--- src/rtl/pcs_pkg.sv ---
// rtl/pcs_pkg.sv - shared types and constants for the PCS code-group sync block
package pcs_pkg;

    typedef enum logic [2:0] {
        LOSS_OF_SYNC  = 3'd0,
        COMMA_DETECT  = 3'd1,
        ACQUIRE_SYNC  = 3'd2,
        SYNC_ACQUIRED = 3'd3
    } pcs_state_e;

    typedef enum logic [1:0] {
        CG_COMMA   = 2'd0,
        CG_DATA    = 2'd1,
        CG_INVALID = 2'd2
    } cg_class_e;

    localparam logic [9:0] K28_5_RDP = 10'b1100000101;
    localparam logic [9:0] K28_5_RDN = 10'b0011111010;

    localparam logic OK    = 1'b1;
    localparam logic FAIL  = 1'b0;
    localparam logic TRUE  = 1'b1;
    localparam logic FALSE = 1'b0;

    function automatic logic [3:0] ones10(input logic [9:0] w);
        logic [3:0] n;
        n = 4'd0;
        for (int i = 0; i < 10; i++) begin
            n = n + {3'd0, w[i]};
        end
        return n;
    endfunction

endpackage

--- src/rtl/pcs_cg_classify.sv ---
// rtl/pcs_cg_classify.sv - combinational COMMA / DATA / INVALID classification of a code-group
module pcs_cg_classify
    import pcs_pkg::*;
(
    input  logic [9:0] cg,
    output logic       is_comma,
    output logic       is_data,
    output logic       is_invalid
);

    logic [3:0] ones;
    logic       comma_prefix;

    // Disparity-legal words (4..6 ones) that carry no stray comma prefix count as /D/.
    always_comb begin
        ones         = ones10(cg);
        comma_prefix = (cg[9:3] == 7'b1100000) || (cg[9:3] == 7'b0011111);
        is_comma     = (cg == K28_5_RDP) || (cg == K28_5_RDN);
        is_invalid   = ~is_comma && ((ones < 4'd4) || (ones > 4'd6) || comma_prefix);
        is_data      = ~is_comma && ~is_invalid;
    end

endmodule

--- src/rtl/pcs_sync_fsm.sv ---
// rtl/pcs_sync_fsm.sv - code-group synchronization with counter-based loss hysteresis
module pcs_sync_fsm
    import pcs_pkg::*;
#(
    parameter int ACQ_COMMAS   = 3,
    parameter int LOSS_LEVELS  = 3,
    parameter int GOOD_RESTORE = 4,
    parameter int ERR_CNT_W    = 16
) (
    input  logic                 Clk,
    input  logic                 mr_main_reset_n,
    input  logic                 power_on,
    input  logic [9:0]           PUDI,
    input  logic                 PUDI_indicate,
    input  logic                 clr_err_count,
    output logic                 code_sync_status,
    output logic [10:0]          SUDI,
    output logic                 SUDI_valid,
    output logic                 sync_lost,
    output logic [2:0]           bad_level,
    output logic [ERR_CNT_W-1:0] err_count
);

    localparam logic [2:0] ACQ_N  = 3'(ACQ_COMMAS);
    localparam logic [2:0] LOSS_N = 3'(LOSS_LEVELS);
    localparam logic [3:0] GOOD_N = 4'(GOOD_RESTORE);

    pcs_state_e state;
    logic [2:0] comma_cnt;
    logic [3:0] good_cnt;
    logic [3:0] good_nxt;
    logic       rx_even;
    logic       is_comma, is_data, is_invalid;
    logic       pos_even, cgbad, tag;

    pcs_cg_classify u_classify (
        .cg         (PUDI),
        .is_comma   (is_comma),
        .is_data    (is_data),
        .is_invalid (is_invalid)
    );

    assign pos_even = ~rx_even;
    assign cgbad    = is_invalid | (is_comma & ~pos_even);
    assign good_nxt = good_cnt + 4'd1;
    // A comma seen while hunting for alignment defines the even position.
    assign tag      = (is_comma && (state == LOSS_OF_SYNC ||
                                    (state == ACQUIRE_SYNC && pos_even))) ? TRUE : pos_even;

    always_ff @(posedge Clk) begin
        if (!mr_main_reset_n || power_on) begin
            state            <= LOSS_OF_SYNC;
            code_sync_status <= FAIL;
            SUDI             <= '0;
            SUDI_valid       <= 1'b0;
            sync_lost        <= 1'b0;
            bad_level        <= '0;
            err_count        <= '0;
            comma_cnt        <= '0;
            good_cnt         <= '0;
            rx_even          <= 1'b0;
        end else begin
            SUDI_valid <= 1'b0;
            sync_lost  <= 1'b0;
            if (PUDI_indicate) begin
                SUDI       <= {PUDI, tag};
                SUDI_valid <= 1'b1;
                rx_even    <= tag;
                case (state)
                    LOSS_OF_SYNC: begin
                        code_sync_status <= FAIL;
                        if (is_comma) begin
                            state     <= COMMA_DETECT;
                            comma_cnt <= 3'd1;
                        end
                    end
                    COMMA_DETECT: begin
                        if (is_data && comma_cnt == ACQ_N) begin
                            state            <= SYNC_ACQUIRED;
                            code_sync_status <= OK;
                            bad_level        <= '0;
                            good_cnt         <= '0;
                        end else if (is_data) begin
                            state <= ACQUIRE_SYNC;
                        end else begin
                            state     <= LOSS_OF_SYNC;
                            comma_cnt <= '0;
                        end
                    end
                    ACQUIRE_SYNC: begin
                        if (is_comma && pos_even) begin
                            state     <= COMMA_DETECT;
                            comma_cnt <= comma_cnt + 3'd1;
                        end else if (cgbad) begin
                            state     <= LOSS_OF_SYNC;
                            comma_cnt <= '0;
                        end
                    end
                    SYNC_ACQUIRED: begin
                        if (cgbad) begin
                            if (err_count != {ERR_CNT_W{1'b1}}) begin
                                err_count <= err_count + 1'b1;
                            end
                            good_cnt <= '0;
                            if (bad_level == LOSS_N) begin
                                state            <= LOSS_OF_SYNC;
                                code_sync_status <= FAIL;
                                sync_lost        <= 1'b1;
                                bad_level        <= '0;
                                comma_cnt        <= '0;
                            end else begin
                                bad_level <= bad_level + 3'd1;
                            end
                        end else if (bad_level != 3'd0) begin
                            if (good_nxt == GOOD_N) begin
                                bad_level <= bad_level - 3'd1;
                                good_cnt  <= '0;
                            end else begin
                                good_cnt <= good_nxt;
                            end
                        end else begin
                            good_cnt <= '0;
                        end
                    end
                    default: begin
                        state            <= LOSS_OF_SYNC;
                        code_sync_status <= FAIL;
                        comma_cnt        <= '0;
                        bad_level        <= '0;
                        good_cnt         <= '0;
                    end
                endcase
            end
            if (clr_err_count) begin
                err_count <= '0;
            end
        end
    end

endmodule

--- config.mk ---
export PLATFORM = sky130hd
export DESIGN_NAME = pcs_sync_fsm
export DESIGN_NICKNAME = d
export VERILOG_FILES = /design/src/rtl/pcs_pkg.sv /design/src/rtl/pcs_cg_classify.sv /design/src/rtl/pcs_sync_fsm.sv
export SDC_FILE = /design/constraint.sdc
export NUM_CORES = 1
export LEC_CHECK = 0
export BUFFER_PORTS_ARGS = -buffer_cell sky130_fd_sc_hd__buf_4
export CAP_MARGIN = 20
export CORE_ASPECT_RATIO = 2
export CORE_MARGIN = 5
export CORE_UTILIZATION = 56
export CTS_CLUSTER_DIAMETER = 50
export DETAILED_ROUTE_END_ITERATION = 12
export PLACE_DENSITY = 0.8
export SLEW_MARGIN = 10
export SYNTH_ARGS = -nofsm -noshare
export SYNTH_HDL_FRONTEND = slang
export SYNTH_SLANG_ARGS = --single-unit
--- constraint.sdc ---
create_clock -name Clk -period 6.7 [get_ports Clk]
set_input_delay 1.005 -clock Clk [delete_from_list [all_inputs] [get_ports Clk]]
set_output_delay 1.005 -clock Clk [all_outputs]
set_load 0.005 [all_outputs]
==> qor.txt, run 1 <==
RUN STATUS
--------------------------------------------------------------------------------------------------
Run status                                                                            finished clean

JOB
--------------------------------------------------------------------------------------------------
Number of max-cap violations                                                                     0

PLACE
--------------------------------------------------------------------------------------------------
HPWL after detailed placement                                                             5.220 mm
Port-buffer cells                                                                               47
Placed instance count                                                                          393
Worst slack at placement                                                                  1.217 ns
Routability Congestion                                                                      0.8640

FINISH
--------------------------------------------------------------------------------------------------
Synth-to-layout area growth                                                                 14.85%
Final Non-Filler Cells                                                                         401
Total number of nets in the final design                                                       381
Antenna diode count                                                                              0
Proportion of layout cells with a drive suffix above 1                                      20.81%
Number of filler cells placed in the layout                                                    408

CTS
--------------------------------------------------------------------------------------------------
Clock insertion delay at the later pin of the skew report                                  0.30 ns
Library cell used as clock root buffer                                                    clkbuf_8
Buffer depth of the longest clock path                                                           2
Clock transition time at the flip-flop clock pins of the worst setup and hold paths        0.08 ns
Hold_buf cts                                                                                     0
H-tree depth                                                                                     2
Setup Buffers After CTS                                                                          0
Total number of clock tree sinks                                                                42
TritonCTS clock tree                                                                         built
Cts repair resizes                                                                               0
Total clock buffers created by CTS                                                               5

LOGIC SYNTHESIS
--------------------------------------------------------------------------------------------------
Combined area of all synthesized cells                                                  2663 sq um
Top cell type's share of synthesized area                                                   31.58%
Most frequently used flop master after synthesis                                           dfxtp_1
Compound-cell area share of the yosys netlist                                               14.99%
Mapped Nets                                                                                    340
Most instantiated cells after synthesis                                               42 x dfxtp_1, 31 x nand2_1, 25 x nor2_1, 20 x inv_1
Share of async-settable or async-resettable flops after synthesis                               0%
Number of distinct standard cells referenced by the synthesized netlist                         60
Dominant combinational cell family by area after synthesis                            simple AND/OR/NAND/NOR gates
Synthesized area per cell                                                              8.758 sq um
Top cells by area in the synthesized netlist                                          dfxtp_1 32%, ha_1 7.0%, mux2i_1 6.0%
Sequential-to-total area share from yosys stat                                              31.58%
Post-synthesis xor/xnor area fraction                                                      0.9868%
#FFs+latches synth                                                                              42
Count of yosys warnings during synthesis                                                         0
Most numerous cell in the Yosys netlist                                                    dfxtp_1
Largest area contributor in the synthesized netlist                                        dfxtp_1
Synth Area in Adders                                                                        11.56%
Post-Synth Simple-Gate Area                                                                 27.82%
Number of synthesized flops with an enable pin                                                   0
Multiplexer area fraction after synthesis                                                   6.015%
Cell count after synthesis                                                                     304

FLOORPLANNING
--------------------------------------------------------------------------------------------------
Core Footprint                                                                          4598 sq um
Horizontal die dimension                                                              58.76 microns
Full die area                                                                           6317 sq um
I/O pin count                                                                                   48
Die Y                                                                                 107.5 microns
Number of placement rows                                                                        35
Effective utilization at floorplan                                                          57.90%

CRITICAL PATH
--------------------------------------------------------------------------------------------------
CP endpoint kind                                                                          register
Critical Path Fanout Max                                                                        13
Worst-path cell with the longest stage delay                                                 or4_4
Critical path cell sequence                                                           buf_4 > inv_1 > ha_1 > fa_1 > fa_1 > fa_1 > inv_1 > fa_1 > inv_1 > fa_1 > inv_1 > a221o_1 > or4_4 > o21ai_2 > nand2_1 > o41ai_1
Maximum cell stage delay along the critical path                                           0.67 ns
Start of the worst register-to-register path                                          bad_level[0]
Critical register-to-register path endpoint                                           bad_level[1]
Req. time, crit path                                                                       6.90 ns
Crit path kind                                                                        primary input to register
Dominant cell type by count on the critical path                                              fa_1
Crit path buffers/inverters                                                                      5
Crit path max-delay family                                                             adder cells
Number of cells on the critical path                                                            16
Number of cells on the worst reg-to-reg path                                                     8
Endpoint arrival time on the critical path                                                 5.37 ns
Nature of the critical path startpoint                                                primary input
Register-to-register setup slack                                                           4.40 ns

ROUTE
--------------------------------------------------------------------------------------------------
DRC Markers                                                                                      0
Drt first pass iters                                                                             4
Detailed-route wire length                                                                6.504 mm
Detailed Route Iter0 Violations                                                                100
Average wire per standard cell                                                        16.22 microns
Number of nets still failing antenna checks after routing                                        0
Detailed-route vias per instance                                                             6.030
Total number of vias                                                                         2,418

TIMING
--------------------------------------------------------------------------------------------------
RSZ-0062 raised after global routing                                                         false
Relative slew margins                                                                       51.04%
Worst Tran Pin Value                                                                     0.7277 ns
Maximum clock skew at final layout                                                     0.006812 ns
Tightest hold margin                                                                     0.4675 ns
Min cycle time layout                                                                     5.169 ns
Max Clk Rate                                                                             193.5 MHz
Final Slew Violations                                                                            0
Ratio of final minimum period to clock period                                               77.15%
Slack of the critical path                                                                1.531 ns
Accumulated negative setup slack                                                              0 ns
Number of endpoints failing setup at the final stage                                             0
Number of failing hold endpoints at the final stage                                              0

PWR
--------------------------------------------------------------------------------------------------
PnR Total Power                                                                           534.7 uW
Peak VDD IR                                                                              0.1794 mV
Power density cells                                                                   174.9 nW/um^2
Static Leakage                                                                         0.001260 uW

MIN PATH
--------------------------------------------------------------------------------------------------
Hold Crit Depth                                                                                  2
Class of the tightest hold or removal check                                           register to register
Min-Delay Endpoint                                                                    comma_cnt[2]
Worst Hold Launch                                                                     comma_cnt[2]

GRT
--------------------------------------------------------------------------------------------------
Residual overflow from global routing                                                            0
Via count of the first global-routing pass                                                   2,377
Initial antenna violation count                                                                  0
Global-route wire length before repair                                                    10.70 mm
Total routing usage reported by global routing                                              21.70%
Largest net degree at the start of global routing                                               25

[routing by layer]
| layer | track usage [%] | up-vias | part of all wire [%] | routed length (microns) |
|---|---|---|---|---|
| met5 | 0 | - | 0 | 0 |
| met4 | 11.18 | 0 | 3.6 | 233 |
| met3 | 3.721 | 19 | 5.4 | 354 |
| met2 | 42.25 | 73 | 58 | 3791 |
| met1 | 20.01 | 1158 | 33 | 2124 |
| li1 | - | 1168 | - | - |
[worst max-delay path by stage]
stage | startpoint | to | slack [ns]
after floorplan | PUDI[0] | bad_level[1] | 1.58
after global placement | PUDI[0] | state[0] | 1.38
after detailed placement | PUDI[0] | bad_level[1] | 1.22
after CTS | PUDI[0] | bad_level[1] | 1.53
after global routing | PUDI[0] | bad_level[1] | 1.36
final | PUDI[0] | bad_level[1] | 1.53
[stage by stage]
stage	util, %	instance area, sq um
6_report	66.50	3058
5_1_grt	66.50	3058
4_1_cts	66.50	3058
3_5_place_dp	64.63	2972
3_3_place_gp	64.63	2972
2_1_floorplan	-	2663
[cell type report]
type / count / area, sq um / share of cell area, %
inverters: 20 / 75.07 / 2.455
clock inverters: 2 / 13.76 / 0.4501
repair buffers: 47 / 352.8 / 11.54
well taps: 55 / 68.82 / 2.250
multi-input cells: 229 / 1634 / 53.44
flip-flops and latches: 42 / 840.8 / 27.50
clock buffers: 6 / 72.57 / 2.373
[registers in the layout (all words and copies together), names as in the netlist]
| signal | flops |
|---|---|
| comma_cnt | 3 |
| sync_lost | 1 |
| state | 2 |
| err_count | 16 |
| bad_level | 3 |
| SUDI_valid | 1 |
| good_cnt | 4 |
| code_sync_status | 1 |
| SUDI | 11 |
[where the power goes]
part / internal (uW) / total [uW] / leakage [uW] / switching (uW)
combinational: 45.2 / 116 / 0.000875 / 70.4
sequential: 252 / 253 / 0.000339 / 1.60
clock: 73.6 / 166 / 0.0000452 / 92.0
[cells by family after synthesis]
logic type,count (synthesis)
AND/OR/NAND/NOR,132
XOR/XNOR,3
multiplexers,16
adder cells (fa/ha/maj),21
AO/OA/AOI/OAI,57
flip-flops,42
buffers and inverters,33
[cell usage in the layout, fill, tap and decap left out, types with 2 or more instances in the layout]
master,n
nand4_1,6
o31ai_1,3
o21ai_1,10
dfxtp_1,42
and3_1,5
buf_4,47
a21oi_1,16
o21a_1,2
nor2_1,25
nand3_1,14
or4_1,6
nor3_1,3
mux2i_1,16
nor2b_1,8
xor2_1,3
nand2b_1,3
a31oi_1,3
nand2_1,31
a211oi_1,2
o21ai_0,3
clkbuf_8,5
and2_1,4
fa_1,6
o211ai_1,4
nor4_1,2
inv_1,20
nand4b_1,3
ha_1,15
o41ai_1,2
or3_1,7
[tightest hold or removal path, cell delays in order (launching register included)]
cell and delay [ns]:
dfxtp_1 0.32, nand2_1 0.06, mux2i_1 0.05
Power figures use the tool's default switching activity.
==> inputs of run 2 (changes only) <==
- clock period: 6.7 -> 5.1 ns (I/O delays scaled with it)
==> run 2 against run 1 <==
  * Final cell count up 0.50%
  * Die area unchanged
  * Critical path depth unchanged
  * Register-to-register slack worse by 1.6 ns
  * Sequential cell count unchanged
  * Worst hold slack better by 0.018 ns
  * Count of clock-buffer cells in the layout down 1
  * Clock skew up 0.0085 ns
  * Non-clock buffer count up 2
  * Critical path type unchanged
  * Largest cell class unchanged
  * Highest routed layer unchanged
==> qor.txt, run 2 (same netlist as run 1, synthesis figures left out) <==
RUN STATUS
--------------------------------------------------------------------------------------------------
Run status                                                                            finished clean   unchanged

FLOORPLANNING
--------------------------------------------------------------------------------------------------
Number of placement rows                                                                        35   unchanged
Full die area                                                                           6317 sq um   unchanged
Die Y                                                                                 107.5 microns   unchanged
I/O pin count                                                                                   48   unchanged
Core Footprint                                                                          4598 sq um   unchanged
Horizontal die dimension                                                              58.76 microns   unchanged
Effective utilization at floorplan                                                          57.90%   unchanged

FINISH
--------------------------------------------------------------------------------------------------
Register containing the most flip-flops in the final layout                              err_count   unchanged
Registers with the highest flip-flop counts                                           err_count (16), SUDI (11), good_cnt (4)   unchanged
Commonest non-fill, non-tap cell in the layout                                               buf_4   unchanged
Footprint of the multi-input gates                                                      1634 sq um   unchanged
Commonest cells after routing, fill and taps aside                                    49 x buf_4, 42 x dfxtp_1, 31 x nand2_1   was 47 x buf_4, 42 x dfxtp_1, 31 x nand2_1
Antenna diode count                                                                              0   unchanged
Number of filler cells placed in the layout                                                    413   was 408
Share of the core filled with cells in the final layout                                     66.97%   was 66.50%
Total number of nets in the final design                                                       383   was 381
Flip-flop count of the largest register after layout                                            16   unchanged
Register area                                                                          840.8 sq um   unchanged
Synth-to-layout area growth                                                                 15.65%   was 14.85%
Proportion of layout cells with a drive suffix above 1                                      21.55%   was 20.81%

ROUTE
--------------------------------------------------------------------------------------------------
DRC Markers                                                                                      0   unchanged
Average wire per standard cell                                                        16.01 microns   was 16.22 microns
Detailed-route wire length                                                                6.452 mm   was 6.504 mm
Detailed-route vias per instance                                                             6.052   was 6.030
Drt first pass iters                                                                             8   was 4
Detailed Route Iter0 Violations                                                                 73   was 100
Total number of vias                                                                         2,439   was 2,418
Number of nets still failing antenna checks after routing                                        0   unchanged

CTS
--------------------------------------------------------------------------------------------------
Hold_buf cts                                                                                     0   unchanged
Total clock buffers created by CTS                                                               5   unchanged
Setup Buffers After CTS                                                                          0   unchanged
TritonCTS clock tree                                                                         built   unchanged
Buffer depth of the longest clock path                                                           2   unchanged
Library cell used as clock root buffer                                                    clkbuf_8   unchanged
Total number of clock tree sinks                                                                42   unchanged
H-tree depth                                                                                     2   unchanged
Cts repair resizes                                                                               0   unchanged
Clock insertion delay at the later pin of the skew report                                  0.30 ns   about the same
Clock transition time at the flip-flop clock pins of the worst setup and hold paths        0.09 ns   was 0.08 ns

GRT
--------------------------------------------------------------------------------------------------
Total routing usage reported by global routing                                              21.39%   was 21.70%
Largest net degree at the start of global routing                                               25   unchanged
Residual overflow from global routing                                                            0   unchanged
Initial antenna violation count                                                                  0   unchanged
Via count of the first global-routing pass                                                   2,449   was 2,377
Global-route wire length before repair                                                    10.67 mm   was 10.70 mm

PLACE
--------------------------------------------------------------------------------------------------
Port-buffer cells                                                                               47   unchanged
Routability Congestion                                                                      0.8775   was 0.8640
HPWL after detailed placement                                                             5.189 mm   was 5.220 mm
Worst slack at placement                                                               -0.08204 ns   was 1.217 ns

TIMING
--------------------------------------------------------------------------------------------------
Worst Tran Pin Value                                                                     0.7039 ns   was 0.7277 ns
Min cycle time layout                                                                     4.888 ns
Max Clk Rate                                                                             204.6 MHz
Maximum clock skew at final layout                                                      0.01526 ns   was 0.006812 ns
Slack of the critical path                                                               0.2120 ns   was 1.531 ns
Number of failing hold endpoints at the final stage                                              0   unchanged
Ratio of final minimum period to clock period                                               95.84%
RSZ-0062 raised after global routing                                                         false   unchanged
Number of endpoints failing setup at the final stage                                             0   unchanged
Relative slew margins                                                                       52.98%   was 51.04%
Final Slew Violations                                                                            0   unchanged

CRITICAL PATH
--------------------------------------------------------------------------------------------------
CP endpoint kind                                                                          register   unchanged
Critical Path Fanout Max                                                                        13   unchanged
Nature of the critical path startpoint                                                primary input   unchanged
Crit path kind                                                                        primary input to register   unchanged
Req. time, crit path                                                                       5.30 ns   was 6.90 ns
Endpoint arrival time on the critical path                                                 5.08 ns   was 5.37 ns

JOB
--------------------------------------------------------------------------------------------------
Number of max-cap violations                                                                     0   unchanged

MIN PATH
--------------------------------------------------------------------------------------------------
Class of the tightest hold or removal check                                           register to register   unchanged

PWR
--------------------------------------------------------------------------------------------------
Proportion of power drawn by flip-flops and latches                                          46.8%   was 47.4%
Net switching component of the power                                                      218.2 uW   was 164.0 uW
Part of the power in combinational logic                                                     22.2%   was 21.6%
Internal power                                                                            493.3 uW   was 370.7 uW
Clock power frac                                                                             31.0%   about the same
Static Leakage                                                                         0.001266 uW   was 0.001260 uW
Power density cells                                                                   231.1 nW/um^2   was 174.9 nW/um^2
PnR Total Power                                                                           711.5 uW   was 534.7 uW
Peak VDD IR                                                                              0.1805 mV   was 0.1794 mV
Sw frac                                                                                     30.67%   about the same

==> run 2: final timing paths <==
path	from	to	slack [ns]	cells past startpoint
max	PUDI[0]	bad_level[1]	0.21	16
min	comma_cnt[1]	comma_cnt[1]	0.49	2
max reg2reg	bad_level[0]	bad_level[1]	2.81	8
min reg2reg	comma_cnt[1]	comma_cnt[1]	0.49	2
==> run 2: stage by stage <==
step | instances | hold WS [ns] | cell area (sq um) | setup TNS [ns]
2_1_floorplan | 304 | 0.4347 | 2663 | 0
3_3_place_gp | 395 | 0.4439 | 2987 | 0
3_5_place_dp | 395 | 0.4708 | 2987 | -0.5180
4_1_cts | 403 | 0.4894 | 3079 | 0
5_1_grt | 403 | 0.5069 | 3079 | 0
6_report | 403 | 0.4853 | 3079 | 0
==> run 2: area by class of cell <==
class                   instances  share of cell area, %
clock buffers                   5                  2.235
clock inverters                 3                 0.7720
inverters                      20                  2.438
multi-input cells             229                  53.07
flip-flops and latches         42                  27.31
well taps                      55                  2.235
repair buffers                 49                  11.95
==> run 2: power by group through the flow <==
| stage | logic (uW) | registers (uW) | clock network, uW |
|---|---|---|---|
| floorplan | 122 | 341 | 0 |
| global placement | 150 | 341 | 0 |
| detailed placement | 158 | 341 | 0 |
| CTS | 159 | 333 | 226 |
| global route | 178 | 334 | 242 |
| finish | 158 | 333 | 220 |
==> run 2: layer usage <==
layer	GRT usage [%]	part of all wire (%)	vias up
li1	-	-	1163
met1	19.52	33	1179
met2	42.56	59	77
met3	2.881	4.9	20
met4	10.70	3.3	0
met5	0	0	-
==> run 2: critical path: stages <==
cell and delay (ns):
buf_4 0.10, inv_1 0.04, ha_1 0.29, fa_1 0.46
fa_1 0.53, fa_1 0.42, inv_1 0.08, fa_1 0.18
inv_1 0.06, fa_1 0.48, inv_1 0.04, a221o_1 0.33
or4_4 0.67, o21ai_2 0.23, nand2_1 0.12, o41ai_1 0.29
